### config.mk
export PLATFORM = sky130hd
export DESIGN_NAME = dpwm
export DESIGN_NICKNAME = d
export VERILOG_FILES = /design/src/rtl/dpwm_pkg.sv /design/src/rtl/dpwm_counter.sv /design/src/rtl/dpwm.sv
export SDC_FILE = /design/constraint.sdc
export NUM_CORES = 1
export LEC_CHECK = 0
export ABC_AREA = 1
export ABC_CLOCK_PERIOD_IN_PS = 1050
export CAP_MARGIN = 20
export CELL_PAD_IN_SITES_DETAIL_PLACEMENT = 1
export CELL_PAD_IN_SITES_GLOBAL_PLACEMENT = 1
export CORE_AREA = 8 8 45 47
export DETAILED_ROUTE_END_ITERATION = 7
export DIE_AREA = 0 0 53 55
export GPL_ROUTABILITY_DRIVEN = 0
export PLACE_DENSITY_LB_ADDON = 0.1
export SETUP_SLACK_MARGIN = 0.5
export SLEW_MARGIN = 20
export SYNTH_ARGS = -nofsm -noshare
export SYNTH_HDL_FRONTEND = slang
export SYNTH_SLANG_ARGS = --single-unit
### constraint.sdc
create_clock -name f_in -period 1.05 [get_ports f_in]
set_input_delay 0.2625 -clock f_in [delete_from_list [all_inputs] [get_ports f_in]]
set_output_delay 0.2625 -clock f_in [all_outputs]
set_load 0.05 [all_outputs]
### src/rtl/dpwm_pkg.sv
// Shared defaults and helpers for the digital PWM.
//   DEF_REF_W   default width of the duty reference
//   DEF_PERIOD  default PWM period in clocks
//   DEF_CNT_W   default counter width (must hold DEF_PERIOD-1)
//   saturate()  clamps a reference to the period length
package dpwm_pkg;

  localparam int DEF_REF_W  = 4;
  localparam int DEF_PERIOD = 10;
  localparam int DEF_CNT_W  = 4;

  // Any reference at or beyond the period means "high for the whole period".
  function automatic int unsigned saturate(input int unsigned ref_v,
                                           input int unsigned period);
    return (ref_v >= period) ? period : ref_v;
  endfunction

endpackage

### src/rtl/dpwm_counter.sv
// Modulo-PERIOD free-running counter with synchronous active-high reset.
//   clk    in   clock, rising edge
//   reset  in   synchronous, active-high; forces cnt to 0
//   cnt    out  current count, 0 .. PERIOD-1
//   wrap   out  high while cnt == PERIOD-1 (last clock of the period)
module dpwm_counter
  import dpwm_pkg::*;
#(
  parameter int PERIOD = DEF_PERIOD,
  parameter int CNT_W  = DEF_CNT_W
) (
  input  logic             clk,
  input  logic             reset,
  output logic [CNT_W-1:0] cnt,
  output logic             wrap
);

  logic [CNT_W-1:0] cnt_p0;

  assign wrap = (cnt_p0 == CNT_W'(PERIOD - 1));

  // Stage p0: period position
  always_ff @(posedge clk) begin
    if (reset) begin
      cnt_p0 <= '0;
    end else if (wrap) begin
      cnt_p0 <= '0;
    end else begin
      cnt_p0 <= cnt_p0 + CNT_W'(1);
    end
  end

  assign cnt = cnt_p0;

endmodule

### src/rtl/dpwm.sv
// Digital pulse-width modulator. One pulse per PERIOD clocks whose high
// time equals the saturated reference; the output is registered.
//   f_in      in   clock, rising edge
//   reset     in   synchronous, active-high
//   Ref       in   duty reference (clocks high per period), REF_W bits
//   Signal_o  out  registered PWM output
// Build option: define DPWM_SHADOW_REF_EN to load the reference into a
// shadow register at each period boundary, so a Ref change only takes effect
// at the start of the next period (first period after reset is all-low).
// Undefined: the saturated reference feeds the compare directly.
module dpwm
  import dpwm_pkg::*;
#(
  parameter int REF_W  = DEF_REF_W,
  parameter int PERIOD = DEF_PERIOD,
  parameter int CNT_W  = DEF_CNT_W
) (
  input  logic             f_in,
  input  logic             reset,
  input  logic [REF_W-1:0] Ref,
  output logic             Signal_o
);

  // One extra bit so a duty of exactly PERIOD is representable.
  localparam int DUTY_W = CNT_W + 1;

  logic [CNT_W-1:0]  cnt_p0;
  logic              wrap_p0;
  logic [DUTY_W-1:0] duty_sat;
  logic [DUTY_W-1:0] duty_eff;
  logic              pwm_p1;

  dpwm_counter #(
    .PERIOD (PERIOD),
    .CNT_W  (CNT_W)
  ) u_counter (
    .clk   (f_in),
    .reset (reset),
    .cnt   (cnt_p0),
    .wrap  (wrap_p0)
  );

  assign duty_sat = DUTY_W'(saturate(32'(Ref), 32'(PERIOD)));

`ifdef DPWM_SHADOW_REF_EN
  logic [DUTY_W-1:0] duty_shadow;

  // Loaded on the last clock of a period so the new duty lines up with cnt=0.
  always_ff @(posedge f_in) begin
    if (reset) begin
      duty_shadow <= '0;
    end else if (wrap_p0) begin
      duty_shadow <= duty_sat;
    end
  end

  assign duty_eff = duty_shadow;
`else
  logic unused_wrap;
  assign unused_wrap = wrap_p0;
  assign duty_eff    = duty_sat;
`endif

  // Stage p1: registered compare. duty_eff=PERIOD keeps every cnt below it,
  // so the output holds high across the wrap with no gap.
  always_ff @(posedge f_in) begin
    if (reset) begin
      pwm_p1 <= 1'b0;
    end else begin
      pwm_p1 <= ({1'b0, cnt_p0} < duty_eff);
    end
  end

  assign Signal_o = pwm_p1;

endmodule

==> metrics.cfg <==
[min_path]
min_from=u_counter.cnt[0]$_SDFF_PP0_
hp-class=register to register

[setup_path]
crit_chain=buf_12
r2r_end=Signal_o$_SDFF_PP0_
cp.required_ns=0.79
crit_buf_inv=1
cp-end-kind=primary output
critPathCapture=Signal_o
r2r_cells=6
r2r_slack_ns=0.08
crit_start=Signal_o$_SDFF_PP0_
crit_family=flip-flops
slowest_delay_ns=0.33
worst-path-stages=1
critPathLaunchType=register
timing.rr.start=u_counter.cnt[1]$_SDFF_PP0_
critPathSlowestCell=dfxtp_2
crit_fanout=1
crit_type=register to primary output
crit_arrival_ns=0.71

[synthesis]
synthAdderAreaFrac_pct=21.5
syn_inst=38
synth_compound_area_share_pct=10.7
yosysSeqAreaShare_pct=34.3
synthXorXnorAreaFrac_pct=3.00
muxShareOfSynthArea_pct=0
yosysWarnings=0
synth.net_count=49
syn-cell-area_um2=292
yosys.cell_types.count=13
avgSynthCellArea_um2=7.67
yosys_register_bits=5
yosys.area_share.simple_pct=22.7
synth_top_family_by_area=simple AND/OR/NAND/NOR gates

[power_and_ir_drop]
p_int_uw=431
power.share.clock_pct=36.9
combPwrFrac_pct=24.8
switching_share_pct=28.9
pwr-share-seq_pct=38.3
peakVddDrop_mv=0.492
p_leak_nw=0.216
power_density_nw_per_um2=1210
p_switching_uw=175
total_power_uw=606

[clock_tree]
hold_buffers=0
clock-sinks=5
clkSlewWorstSetupHoldPaths_ns=0.04
max-clock-path-buffers=2
cts_tree=built
clk_latency_ns=0.24
cts_buffers=3
h-tree-depth=1
root_buffer=clkbuf_4

[drt]
wl_per_cell_um=11.6
via_count=290
drc=0
detail_route.wirelength_um=774
ant_nets=0
drtIter0Drc=0
first_pass_iters=1
via_per_inst=4.33

[final_layout]
drive_above_1_share_pct=51.0
fin_nets=63
diodes=0
instances_no_fill=67
layout_commonest_cell=nand2_1
final_util_pct=36.1
layout_common_cells=nand2_1, nor2_1, inv_1, ha_4
syn_to_final_growth_pct=71.2

[floorplan]
die_w_um=53
core_area_um2=1380
chipHeight_um=55
die-area_um2=2920
initial_utilization_pct=21.1
num_rows=14
num_io_pins=7

[sta]
hold_viol=0
tns_ns=0
skew_ns=0.000191
rsz0062_at_grt=yes
slew_viol_final=0
fmax_ghz=1.03
tightest_slew_ns=0.156
min_period_over_period_pct=92.2
setup_viol=0
slew_headroom_pct=89.6
finalCriticalPeriod_ns=0.969

[global_route]
grt_overflow_total=0
grt_pass1_wl_um=1210
antenna_found_initial=0
grt_pass1_vias=286
track_usage_pct=6.08
grt_max_degree=7

[placement]
port_buffers=6
place_inst=61
dp_hpwl_um=584

[run_status]
status=finished, final reports clean

[flow_run]
drv_cap=0

==> metrics by stage <==
step	cell area [um2]	setup WS, ns	hold slack (ns)
after floorplan	304	0.139	0.329
after detailed placement	402	-0.515	0.475
after global placement	402	-0.492	0.466
final	499	0.0814	0.490
after CTS	445	0.0502	0.499
after global routing	499	0.0322	0.529
==> synthesized netlist by cell type <==
cell type	number	area share, %
nand3_1	1	1.7
o21ai_1	1	1.7
a21o_1	1	2.6
nand4_1	1	2.1
a21oi_2	1	3.0
a21oi_1	2	3.4
dfxtp_1	5	34
inv_1	6	7.7
xnor2_1	1	3.0
nand2_1	8	10
ha_1	5	21
nor2_1	5	6.4
nor2_2	1	2.1
==> sequential cells by signal, indices dropped and copies added (netlist names) <==
signal / cells
u_counter.cnt: 4
Signal_o: 1
==> layout make-up <==
cell class	count	area [um2]
fill	166	885
sequential	5	111
tap	16	20.0
multi-input combinational	27	235
inverter	6	25.0
timing repair buffer	9	81.3
clock buffer	4	26.3
==> layer usage <==
metal	part of all wire (%)	track usage [%]	up-vias
li1	-	-	147
met4	2.7	5.17	0
met3	6.7	3.74	2
met5	0	0	-
met1	41	5.35	135
met2	50	9.77	6
==> kinds of logic after synthesis <==
group / after synthesis
adders and majority gates: 5
xor gates and xnor gates: 1
and+or+nand+nor: 16
buffers and inverters: 6
DFF: 5
AOI/OAI and AO/OA: 5
==> what timing repair did <==
item | 4_1_cts | 5_1_grt
endpoints found under the setup margin | 6 | 6
pin swaps | 9 | 6
resized for setup | 16 | 6
setup buffers | 0 | 2
==> worst min-delay path by stage <==
stage                                        to  slack (ns)  cells after the start
floorplan                   Signal_o$_SDFF_PP0_        0.33                      1
detailed placement  u_counter.cnt[0]$_SDFF_PP0_        0.48                      1
CTS                 u_counter.cnt[0]$_SDFF_PP0_        0.50                      1
global placement    u_counter.cnt[0]$_SDFF_PP0_        0.47                      1
finish              u_counter.cnt[0]$_SDFF_PP0_        0.49                      1
global route        u_counter.cnt[0]$_SDFF_PP0_        0.53                      1
==> power groups by stage <==
stage                     logic (mW)  registers [mW]  clock network (mW)
after floorplan               0.0525           0.240                   0
after global placement         0.120           0.232                   0
after detailed placement       0.125           0.233                   0
after CTS                      0.132           0.234               0.229
after global routing           0.172           0.235               0.252
final                          0.150           0.232               0.223
Note: power is estimated with default switching activity, not from simulation.
